## src/rtl/data_bus_mmio_if.sv

```systemverilog
// CPU data-port bundle between the core (master) and the data-bus/MMIO decoder (slave).
interface data_bus_mmio_if;
    logic [31:0] data_address;
    logic        data_write;
    logic        data_read;
    logic [31:0] data_writedata;
    logic [31:0] data_readdata;

    modport master (
        output data_address,
        output data_write,
        output data_read,
        output data_writedata,
        input  data_readdata
    );

    modport slave (
        input  data_address,
        input  data_write,
        input  data_read,
        input  data_writedata,
        output data_readdata
    );
endinterface

```

## src/rtl/data_bus_mmio.sv

```systemverilog
// Data-side bus splitter: forwards RAM accesses, decodes a 64 KiB MMIO window with debug/cycle/halt/scratch
// registers and flags illegal accesses. Define DATA_BUS_STATS_EN to add RD_COUNT/WR_COUNT access counters.
module data_bus_mmio #(
    parameter logic [31:0] MMIO_BASE      = 32'hFFFF_0000,
    parameter logic [31:0] ERR_READ_VALUE = 32'hDEAD_BEEF
) (
    input  logic                  clk,
    input  logic                  reset,
    data_bus_mmio_if.slave        cpu,
    output logic [31:0]           ram_address,
    output logic                  ram_write,
    output logic                  ram_read,
    output logic [31:0]           ram_writedata,
    input  logic [31:0]           ram_readdata,
    output logic [31:0]           debug_out,
    output logic                  debug_valid,
    output logic [31:0]           cycle_count,
    output logic                  halt_req,
    output logic                  bus_error,
    output logic [31:0]           err_address
);

    localparam logic [15:0] OFF_DEBUG   = 16'h0000;
    localparam logic [15:0] OFF_CYCLE   = 16'h0004;
    localparam logic [15:0] OFF_HALT    = 16'h0008;
    localparam logic [15:0] OFF_SCRATCH = 16'h000C;
`ifdef DATA_BUS_STATS_EN
    localparam logic [15:0] OFF_RDCNT   = 16'h0010;
    localparam logic [15:0] OFF_WRCNT   = 16'h0014;
`endif

    function automatic logic [31:0] sat_inc(input logic [31:0] v);
        return (v == 32'hFFFF_FFFF) ? v : v + 32'd1;
    endfunction

    logic        rd, wr, access, hit_mmio, mapped, err, rd_ok, wr_ok;
    logic [15:0] off;
    logic        sel_debug, sel_cycle, sel_halt, sel_scratch;
    logic [31:0] rdata;

    logic [31:0] debug_out_q,   debug_out_d;
    logic        debug_valid_q, debug_valid_d;
    logic [31:0] cycle_q,       cycle_d;
    logic        halt_q,        halt_d;
    logic [31:0] scratch_q,     scratch_d;
    logic        bus_error_q,   bus_error_d;
    logic [31:0] err_address_q, err_address_d;
`ifdef DATA_BUS_STATS_EN
    logic        sel_rdcnt, sel_wrcnt;
    logic [31:0] rd_cnt_q, rd_cnt_d;
    logic [31:0] wr_cnt_q, wr_cnt_d;
`endif

    assign rd       = cpu.data_read;
    assign wr       = cpu.data_write;
    assign access   = rd | wr;
    assign hit_mmio = (cpu.data_address[31:16] == MMIO_BASE[31:16]);
    assign off      = cpu.data_address[15:0];

    assign sel_debug   = hit_mmio && (off == OFF_DEBUG);
    assign sel_cycle   = hit_mmio && (off == OFF_CYCLE);
    assign sel_halt    = hit_mmio && (off == OFF_HALT);
    assign sel_scratch = hit_mmio && (off == OFF_SCRATCH);
`ifdef DATA_BUS_STATS_EN
    assign sel_rdcnt   = hit_mmio && (off == OFF_RDCNT);
    assign sel_wrcnt   = hit_mmio && (off == OFF_WRCNT);
    assign mapped      = sel_debug | sel_cycle | sel_halt | sel_scratch | sel_rdcnt | sel_wrcnt;
`else
    assign mapped      = sel_debug | sel_cycle | sel_halt | sel_scratch;
`endif

    // Misalignment, read+write collision and unmapped MMIO offsets all count as errors.
    assign err = (access && (cpu.data_address[1:0] != 2'b00))
               | (rd && wr)
               | (access && hit_mmio && !mapped);
    assign rd_ok = rd && !err;
    assign wr_ok = wr && !err;

    // RAM strobes are never gated by reset, only by decode and error.
    assign ram_address   = cpu.data_address;
    assign ram_writedata = cpu.data_writedata;
    assign ram_read      = rd && !hit_mmio && !err;
    assign ram_write     = wr && !hit_mmio && !err;

    always_comb begin
        rdata = 32'd0;
        if (err) begin
            rdata = ERR_READ_VALUE;
        end else if (rd) begin
            if (!hit_mmio)        rdata = ram_readdata;
            else if (sel_debug)   rdata = debug_out_q;
            else if (sel_cycle)   rdata = cycle_q;
            else if (sel_halt)    rdata = {31'd0, halt_q};
            else if (sel_scratch) rdata = scratch_q;
`ifdef DATA_BUS_STATS_EN
            else if (sel_rdcnt)   rdata = rd_cnt_q;
            else if (sel_wrcnt)   rdata = wr_cnt_q;
`endif
        end
    end
    assign cpu.data_readdata = rdata;

    always_comb begin
        debug_out_d   = debug_out_q;
        debug_valid_d = wr_ok && sel_debug;
        if (wr_ok && sel_debug) debug_out_d = cpu.data_writedata;

        // Counter clear wins over increment; halt freezes it from the edge after halt_req rises.
        cycle_d = halt_q ? cycle_q : sat_inc(cycle_q);
        if (wr_ok && sel_cycle) cycle_d = 32'd0;

        halt_d    = halt_q | (wr_ok && sel_halt && (cpu.data_writedata != 32'd0));
        scratch_d = (wr_ok && sel_scratch) ? cpu.data_writedata : scratch_q;

        bus_error_d   = bus_error_q | err;
        err_address_d = (err && !bus_error_q) ? cpu.data_address : err_address_q;

`ifdef DATA_BUS_STATS_EN
        rd_cnt_d = rd_ok ? sat_inc(rd_cnt_q) : rd_cnt_q;
        wr_cnt_d = wr_ok ? sat_inc(wr_cnt_q) : wr_cnt_q;
        if (wr_ok && (sel_rdcnt || sel_wrcnt)) begin
            rd_cnt_d = 32'd0;
            wr_cnt_d = 32'd0;
        end
`endif
    end

    always_ff @(posedge clk or negedge reset) begin
        if (!reset) begin
            debug_out_q   <= 32'd0;
            debug_valid_q <= 1'b0;
            cycle_q       <= 32'd0;
            halt_q        <= 1'b0;
            scratch_q     <= 32'd0;
            bus_error_q   <= 1'b0;
            err_address_q <= 32'd0;
`ifdef DATA_BUS_STATS_EN
            rd_cnt_q      <= 32'd0;
            wr_cnt_q      <= 32'd0;
`endif
        end else begin
            debug_out_q   <= debug_out_d;
            debug_valid_q <= debug_valid_d;
            cycle_q       <= cycle_d;
            halt_q        <= halt_d;
            scratch_q     <= scratch_d;
            bus_error_q   <= bus_error_d;
            err_address_q <= err_address_d;
`ifdef DATA_BUS_STATS_EN
            rd_cnt_q      <= rd_cnt_d;
            wr_cnt_q      <= wr_cnt_d;
`endif
        end
    end

    assign debug_out   = debug_out_q;
    assign debug_valid = debug_valid_q;
    assign cycle_count = cycle_q;
    assign halt_req    = halt_q;
    assign bus_error   = bus_error_q;
    assign err_address = err_address_q;

`ifndef DATA_BUS_STATS_EN
    logic unused_ok;
    assign unused_ok = rd_ok;
`endif

endmodule

```

## src/flat_wrapper.sv

```systemverilog
// flat-port wrapper written by rule: the top's interface ports become plain ports
module data_bus_mmio_flat 
#(
    parameter logic [31:0] MMIO_BASE      = 32'hFFFF_0000,
    parameter logic [31:0] ERR_READ_VALUE = 32'hDEAD_BEEF
)
  (clk, reset, ram_address, ram_write, ram_read, ram_writedata, ram_readdata, debug_out, debug_valid, cycle_count, halt_req, bus_error, err_address, cpu_data_address, cpu_data_write, cpu_data_read, cpu_data_writedata, cpu_data_readdata);
  data_bus_mmio_if cpu_i ();
  input  logic clk;
  input  logic reset;
  output logic [31:0] ram_address;
  output logic ram_write;
  output logic ram_read;
  output logic [31:0] ram_writedata;
  input  logic [31:0] ram_readdata;
  output logic [31:0] debug_out;
  output logic debug_valid;
  output logic [31:0] cycle_count;
  output logic halt_req;
  output logic bus_error;
  output logic [31:0] err_address;
  input wire logic [$bits(cpu_i.data_address)-1:0] cpu_data_address;
  input wire logic [$bits(cpu_i.data_write)-1:0] cpu_data_write;
  input wire logic [$bits(cpu_i.data_read)-1:0] cpu_data_read;
  input wire logic [$bits(cpu_i.data_writedata)-1:0] cpu_data_writedata;
  output wire logic [$bits(cpu_i.data_readdata)-1:0] cpu_data_readdata;
  assign cpu_i.data_address = cpu_data_address;
  assign cpu_i.data_write = cpu_data_write;
  assign cpu_i.data_read = cpu_data_read;
  assign cpu_i.data_writedata = cpu_data_writedata;
  assign cpu_data_readdata = cpu_i.data_readdata;
  data_bus_mmio #(.MMIO_BASE(MMIO_BASE), .ERR_READ_VALUE(ERR_READ_VALUE)) u_core (.clk(clk), .reset(reset), .cpu(cpu_i), .ram_address(ram_address), .ram_write(ram_write), .ram_read(ram_read), .ram_writedata(ram_writedata), .ram_readdata(ram_readdata), .debug_out(debug_out), .debug_valid(debug_valid), .cycle_count(cycle_count), .halt_req(halt_req), .bus_error(bus_error), .err_address(err_address));
endmodule
```

## config.mk

```make
export PLATFORM = sky130hd
export DESIGN_NAME = data_bus_mmio_flat
export DESIGN_NICKNAME = d
export VERILOG_FILES = /design/src/rtl/data_bus_mmio_if.sv /design/src/rtl/data_bus_mmio.sv /design/src/flat_wrapper.sv
export SDC_FILE = /design/constraint.sdc
export NUM_CORES = 1
export LEC_CHECK = 0
export ABC_CLOCK_PERIOD_IN_PS = 2400
export BUFFER_PORTS_ARGS = -buffer_cell sky130_fd_sc_hd__buf_2
export CAP_MARGIN = 20
export CORE_MARGIN = 2
export CORE_UTILIZATION = 49
export DETAILED_ROUTE_END_ITERATION = 6
export GPL_TIMING_DRIVEN = 0
export MAX_ROUTING_LAYER = met4
export PLACE_DENSITY = 0.92
export SYNTH_ARGS = -nofsm -noshare
export SYNTH_HDL_FRONTEND = slang
export SYNTH_SLANG_ARGS = --single-unit
```

## constraint.sdc

```tcl
create_clock -name clk -period 2.4 [get_ports clk]
set_input_delay 0.36 -clock clk [delete_from_list [all_inputs] [get_ports clk]]
set_output_delay 0.36 -clock clk [all_outputs]
set_load 0.01 [all_outputs]
```

==> summary.txt, run 1 <==
Routing
  – Vias per inst: slightly below 7
  – Wirelength, routed: between 30000 and 40000 µm
  – Vias: ~8800
  – M1 wire length: between 10000 and 15000 µm
  – Drc violations: 1
  – Met2 WL: around 16000 µm
  – Final ANT Viol Nets: 0
  – WL/cell: 27.8 µm
  – Iter 0 DRT Violations: 1380
  – WL met3: roughly 4500 µm
  – Top routing layer in use: met4
  – Drt pass-1 iters: 7

Clock network
  – Worst-Skew Late Latency: about 0.44 ns
  – Clk root buf: clkbuf_16
  – Clk sinks: 131
  – CTS tree: built
  – Clock buffer depth: 2
  – CTS Buf Count: 17
  – CTS clk-pin slew, worst paths: 0.06 ns
  – CTS HTree Levels: 4

Synth
  – Post-Syn Instances: 729
  – Ys async rst share: 1.00
  – Seq/Total Area, Yosys: 0.446
  – Mapped Avg Cell Area: 10.1 µm²
  – Synth cell types: 55
  – Number of flops mapped to enable cells by yosys: 0
  – Yosys reg bits: between 100 and 150
  – Synth Warn #: 0
  – Synthesized net count: 830
  – Synthesized area: 7340 µm²
  – Synth Flop Type: dfrtp_1

Global routing
  – Initial antenna violation count: 2
  – Total GRT Usage: 0.400
  – Pin count of the biggest net entering global routing: between 80 and 90
  – Vias in the first global route: ~8000
  – Total grt overflow: 0
  – First-pass GRT wire length: between 40000 and 50000 µm

Setup path
  – WP data required: 2.04 ns
  – CP arrival: approximately 2.5 ns
  – Max Fanout on Critical Path: 5
  – CP Capture Type: primary output
  – CP startpoint kind: input pin
  – R2R Setup Slk: approximately 0.030 ns
  – Crit Path Category: input pin to primary output

STA
  – Final Critical Period: roughly 2.9 ns
  – Final Setup Violations: 47
  – Fin. Hold Viols: 0
  – Final clock skew: roughly 0.0094 ns
  – Fmax: 0.345 GHz
  – Worst-Margin Slew: about 0.91 ns
  – RSZ-0062 raised after global routing: true
  – Final WS setup: -0.500 ns
  – Max Slew Vio Count: 0
  – Slew headroom: 0.394
  – Fin crit share: 1.21

Floorplan
  – Chip height: between 100 and 150 µm
  – Die X: 126 µm
  – Core Region: about 15000 µm²
  – IO Pins: 297
  – Die area: roughly 16000 µm²
  – Cell row count: between 40 and 50
  – Initial Utilization: 0.503

Placement
  – DPL Wire Length: 19600 µm
  – DP Area: between 9000 and 10000 µm²
  – Port Buffers: around 300
  – # placed instances: 1207
  – Routability congestion estimate from global placement: about 0.93

Run
  – Max-Cap Viols: 0

Final layout
  – Most frequent cells in the layout: 283 x buf_2, 118 x dfrtp_1, 93 x mux2_2
  – Finished Cell Area: around 11000 µm²
  – Layout cells sized above 1: 0.608
  – Final net count: roughly 1200
  – Post-route non-filler standard cell count: approximately 1300
  – Commonest non-fill, non-tap cell in the layout: buf_2
  – Area grow syn2layout: 53.6%

Power and ir drop
  – LEAKAGE: roughly 5.2 nW
  – PD cells: around 570 nW/µm²
  – Peak supply drop: 0.000591 V

Outcome
  – Failing checks: design-rule violations, negative setup slack
  – Outcome: finished with violations

Min path
  – Type of the tightest min-delay check: input pin to flop
## cells in the mapped netlist (13+ instances only)
master | n | area share
a21oi_1 | 34 | 0.023
nand4_1 | 18 | 0.015
or4_1 | 14 | 0.014
a2111oi_0 | 19 | 0.023
buf_4 | 64 | 0.065
o21ai_0 | 54 | 0.037
nand2_1 | 55 | 0.028
clkbuf_1 | 34 | 0.017
nor2_1 | 50 | 0.026
mux2i_1 | 13 | 0.018
mux2_2 | 93 | 0.14
nand3_1 | 14 | 0.0095
dfrtp_1 | 131 | 0.45
nor4_1 | 14 | 0.012
## metrics by stage
step	hold WS (ns)	setup WS [ns]	setup TNS (ns)	total power, mW	util
floorplan	0.0644	0.00541	0	2.69	-
global placement	0.480	-0.899	-139.70	3.06	0.620
CTS	0.170	-0.0844	-0.751	6.23	0.743
global route	0.152	-0.504	-10.27	6.53	0.773
finish	0.162	-0.500	-8.43	6.43	0.773
detailed placement	0.325	-0.870	-42.85	3.09	0.622
## metal layers
layer,global-route usage,vias up
li1,-,3332
met1,0.479,4049
met2,0.608,1033
met3,0.0987,352
met4,0.251,0
met5,-,-
## power by group
part	internal (mW)	switching, mW	leakage [nW]	total [mW]
Clock	2.07	1.13	0.335	3.20
Sequential	2.28	0.0419	1.60	2.33
Combinational	0.405	0.502	3.30	0.907
## cell families (layout without fill, tap and decap cells)
logic type,after synthesis,count (layout),share of synthesized area
mux,108,108,0.165
xor+xnor,9,9,0.0107
buf+inv,119,480,0.0968
compound gates,150,150,0.129
fa+ha+maj,2,2,0.00307
flops,131,131,0.446
simple gates,210,210,0.149
other cells,0,2,0
## path summary, 6_finish.rpt
check	start	to	depth (start not counted)
worst max-delay path	cpu_data_address[22]	cpu_data_readdata[28]	11
worst min-delay path	cpu_data_address[29]	u_core.err_address[29]	2
worst max register to register	u_core.cycle_count[12]	u_core.cycle_count[28]	6
worst min register to register	u_core.err_address[12]	u_core.err_address[12]	1
max in group asynchronous	reset	u_core.cycle_count[12]	3
min in group asynchronous	reset	u_core.debug_out[5]	2
## flip-flops by register name (all words and copies together) (netlist names)
register / cells
u_core.err_address: 32
u_core.scratch_q: 32
u_core.halt_req: 1
u_core.cycle_count: 32
u_core.debug_out: 32
u_core.bus_error: 1
u_core.debug_valid: 1
## final cells by class
class | instances | area, µm²
multi-input cells | 479 | 4110
repair buffers | 335 | 2070
diodes | 2 | 5.00
well taps | 184 | 230
clock inverters | 15 | 278
inverters | 7 | 26.3
clock buffers | 17 | 425
flip-flops and latches | 131 | 3290
plain buffers | 106 | 843
fillers | 783 | 3310
## worst max-delay path, cell delays in order
cell,delay (ns)
buf_8,0.08
nand4_1,0.19
or4_4,0.64
buf_6,0.16
buf_6,0.11
nor2_4,0.21
buf_6,0.14
buf_8,0.12
a22oi_2,0.05
o21ai_1,0.27
buf_2,0.20
## repair_timing
action                     4_1_cts  5_1_grt
pin swaps                       44       28
hold buffers                     1        0
gates resized for setup        183       99
setup buffers                   20       15
cloned                           5        1
hold endpoints to repair        47        0
setup endpoints to repair       54       55
(Power assumes the default switching activity.)
==> run 2, diff against run 1 <==
Settings changed: ABC_CLOCK_PERIOD_IN_PS 2400 to 2970.
Clock period 2.4 ns to 2.97 ns, I/O delays scaled along.
==> summary.txt, run 2 (synthesized netlist as in run 1, its figures left out) <==
STA
  – Fin crit share: 1.00
  – Max Slew Vio Count: 0 (unchanged)
  – Fmax: 0.335 GHz
  – Final clock skew: 0.00477 ns (was 0.00936 ns)
  – Final WS setup: -0.0130 ns (was -0.500 ns)
  – Final Critical Period: about 3 ns
  – Fin. Hold Viols: 0 (unchanged)
  – Final hold slack: 0.293 ns (was 0.162 ns)
  – Final Setup Violations: 1 (was 47)
  – Worst-Margin Slew: 1.09 ns (was 0.906 ns)
  – Slew headroom: 0.266 (was 0.394)
  – RSZ-0062 raised after global routing: true (unchanged)
  – Setup Total Neg Slack: -0.0130 ns (was -8.43 ns)

Clock network
  – CTS clk-pin slew, worst paths: 0.06 ns (about the same)
  – Clock buffer depth: 2 (unchanged)
  – Clk sinks: 131 (unchanged)
  – CTS tree: built (unchanged)
  – CTS Buf Count: 17 (unchanged)
  – Worst-Skew Late Latency: 0.42 ns (was 0.44 ns)
  – CTS HTree Levels: 4 (unchanged)
  – Clk root buf: clkbuf_16 (unchanged)

Placement
  – Pre-CTS setup slack: -0.471 ns (was -0.870 ns)
  – Port Buffers: 293 (unchanged)
  – DPL Wire Length: 19600 µm (unchanged)
  – # placed instances: 1207 (unchanged)
  – Routability congestion estimate from global placement: 0.926 (unchanged)
  – DP Area: 9070 µm² (unchanged)

Run
  – Max-Cap Viols: 0 (unchanged)

Routing
  – WL/cell: 22.0 µm (was 27.8 µm)
  – Vias: 7557 (was 8766)
  – Drc violations: 0 (was 1)
  – M1 wire length: 10500 µm (was 11400 µm)
  – Met2 WL: 13500 µm (was 15900 µm)
  – Final ANT Viol Nets: 0 (unchanged)
  – Wirelength, routed: 27300 µm (was 35400 µm)
  – Drt pass-1 iters: 5 (was 7)
  – Vias per inst: 6.08 (was 6.87)
  – Top routing layer in use: met4 (unchanged)
  – WL met3: 2330 µm (was 4530 µm)
  – Iter 0 DRT Violations: 907 (was 1380)

Global routing
  – Initial antenna violation count: 0 (was 2)
  – Total GRT Usage: 0.335 (was 0.400)
  – Vias in the first global route: 7081 (was 8135)
  – Pin count of the biggest net entering global routing: 85 (unchanged)
  – First-pass GRT wire length: 40400 µm (was 47800 µm)
  – Total grt overflow: 0 (unchanged)

Outcome
  – Failing checks: negative setup slack (was design-rule violations, negative setup slack)
  – Outcome: finished with violations (unchanged)

Floorplan
  – Cell row count: 44 (unchanged)
  – Die X: 126 µm (unchanged)
  – IO Pins: 297 (unchanged)
  – Die area: 16000 µm² (unchanged)
  – Core Region: 14600 µm² (unchanged)
  – Initial Utilization: 0.503 (unchanged)
  – Chip height: 126 µm (unchanged)

Power and ir drop
  – Peak supply drop: 0.000357 V (was 0.000591 V)
  – PD cells: 495 nW/µm² (was 570 nW/µm²)
  – LEAKAGE: 4.84 nW (was 5.24 nW)
  – Final Power: 5.01 mW (was 6.43 mW)

Setup path
  – Worst reg2reg path endpoint: u_core.cycle_count[25] (was u_core.cycle_count[28])
  – Critical path origin: cpu_data_address[18] (was cpu_data_address[22])
  – Crit Reg-Reg Startpoint: u_core.cycle_count[3] (was u_core.cycle_count[12])
  – WP data required: 2.52 ns (was 2.04 ns)
  – CP Capture Type: primary output (unchanged)
  – R2R Setup Slk: 0.15 ns (was 0.03 ns)
  – Max Fanout on Critical Path: 10 (was 5)
  – CP startpoint kind: input pin (unchanged)
  – CP arrival: 2.54 ns (about the same)
  – R2R depth: 5 (was 6)
  – Crit path to: cpu_data_readdata[14] (was cpu_data_readdata[28])
  – Crit Path Category: input pin to primary output (unchanged)

Final layout
  – Post-route non-filler standard cell count: 1242 (was 1276)
  – Post-route core utilization: 0.694 (was 0.773)
  – Layout cells sized above 1: 0.523 (was 0.608)
  – Commonest non-fill, non-tap cell in the layout: buf_2 (unchanged)
  – Final net count: 1145 (was 1178)
  – Most frequent cells in the layout: 305 x buf_2, 131 x dfrtp_1, 93 x mux2_2 (was 283 x buf_2, 118 x dfrtp_1, 93 x mux2_2)
  – Finished Cell Area: 10100 µm² (was 11300 µm²)
  – Area grow syn2layout: 38.0% (was 53.6%)

Min path
  – Type of the tightest min-delay check: input pin to flop (unchanged)
-- run 2: changes by cell type in the layout (fill, tap and decap cells not counted), moves of 11 or more --
cell	change
buf_6	-30
buf_4	-15
buf_2	+22
clkbuf_1	+12
o21ai_0	+22
o21ai_1	-13
dfrtp_1	+13
a22oi_2	-12
dfrtp_2	-13
a21oi_1	+16
a2111oi_4	-11
a22oi_1	+12
a21oi_2	-14
-- run 2: worst max-delay path, stage by stage --
cell and delay (ns):
buf_2 0.13, nand4_1 0.17, or4_4 0.66, buf_4 0.23, a2111oi_1 0.43, a21oi_1 0.12
nor3_1 0.16, buf_2 0.18
-- run 2: layout make-up --
class                   instances  area, µm²
diodes                          1       2.50
plain buffers                 109        697
clock buffers                  17        425
clock inverters                15        278
fillers                      1050       4460
inverters                       7       26.3
multi-input cells             479       3650
flip-flops and latches        131       3280
well taps                     184        230
repair buffers                299       1540
-- run 2: per-layer routing --
metal,GRT usage,vias to the layer above
li1,-,3265
met1,0.436,3684
met2,0.533,516
met3,0.0590,92
met4,0.117,0
met5,-,-
-- run 2: how the worst min path moves through the flow --
stage / slack (ns) / start / endpoint / cells past startpoint
2_1_floorplan: 0.15 / reset / u_core.bus_error / 0
3_3_place_gp: 0.48 / u_core.err_address[0] / u_core.err_address[0] / 1
3_5_place_dp: 0.41 / reset / u_core.err_address[28] / 1
4_1_cts: 0.28 / cpu_data_address[12] / u_core.err_address[12] / 2
5_1_grt: 0.29 / cpu_data_address[23] / u_core.err_address[23] / 2
6_report: 0.29 / cpu_data_address[26] / u_core.err_address[26] / 2
-- run 2: report_power, final --
group          switching (mW)  internal [mW]  total, mW  leakage (nW)
clock                   0.848           1.67       2.52         0.335
sequential             0.0292           1.85       1.88          1.61
combinational           0.341          0.275      0.617          2.89
-- run 2: repair_timing --
action                                  in CTS  in global routing
hold buffers                                 1                  0
pin swaps                                    1                  3
cloned                                       0                  0
endpoints found under the setup margin      30                 34
buffers inserted                             1                  3
hold endpoints to repair                    47                  0
gates resized for setup                     53                 34
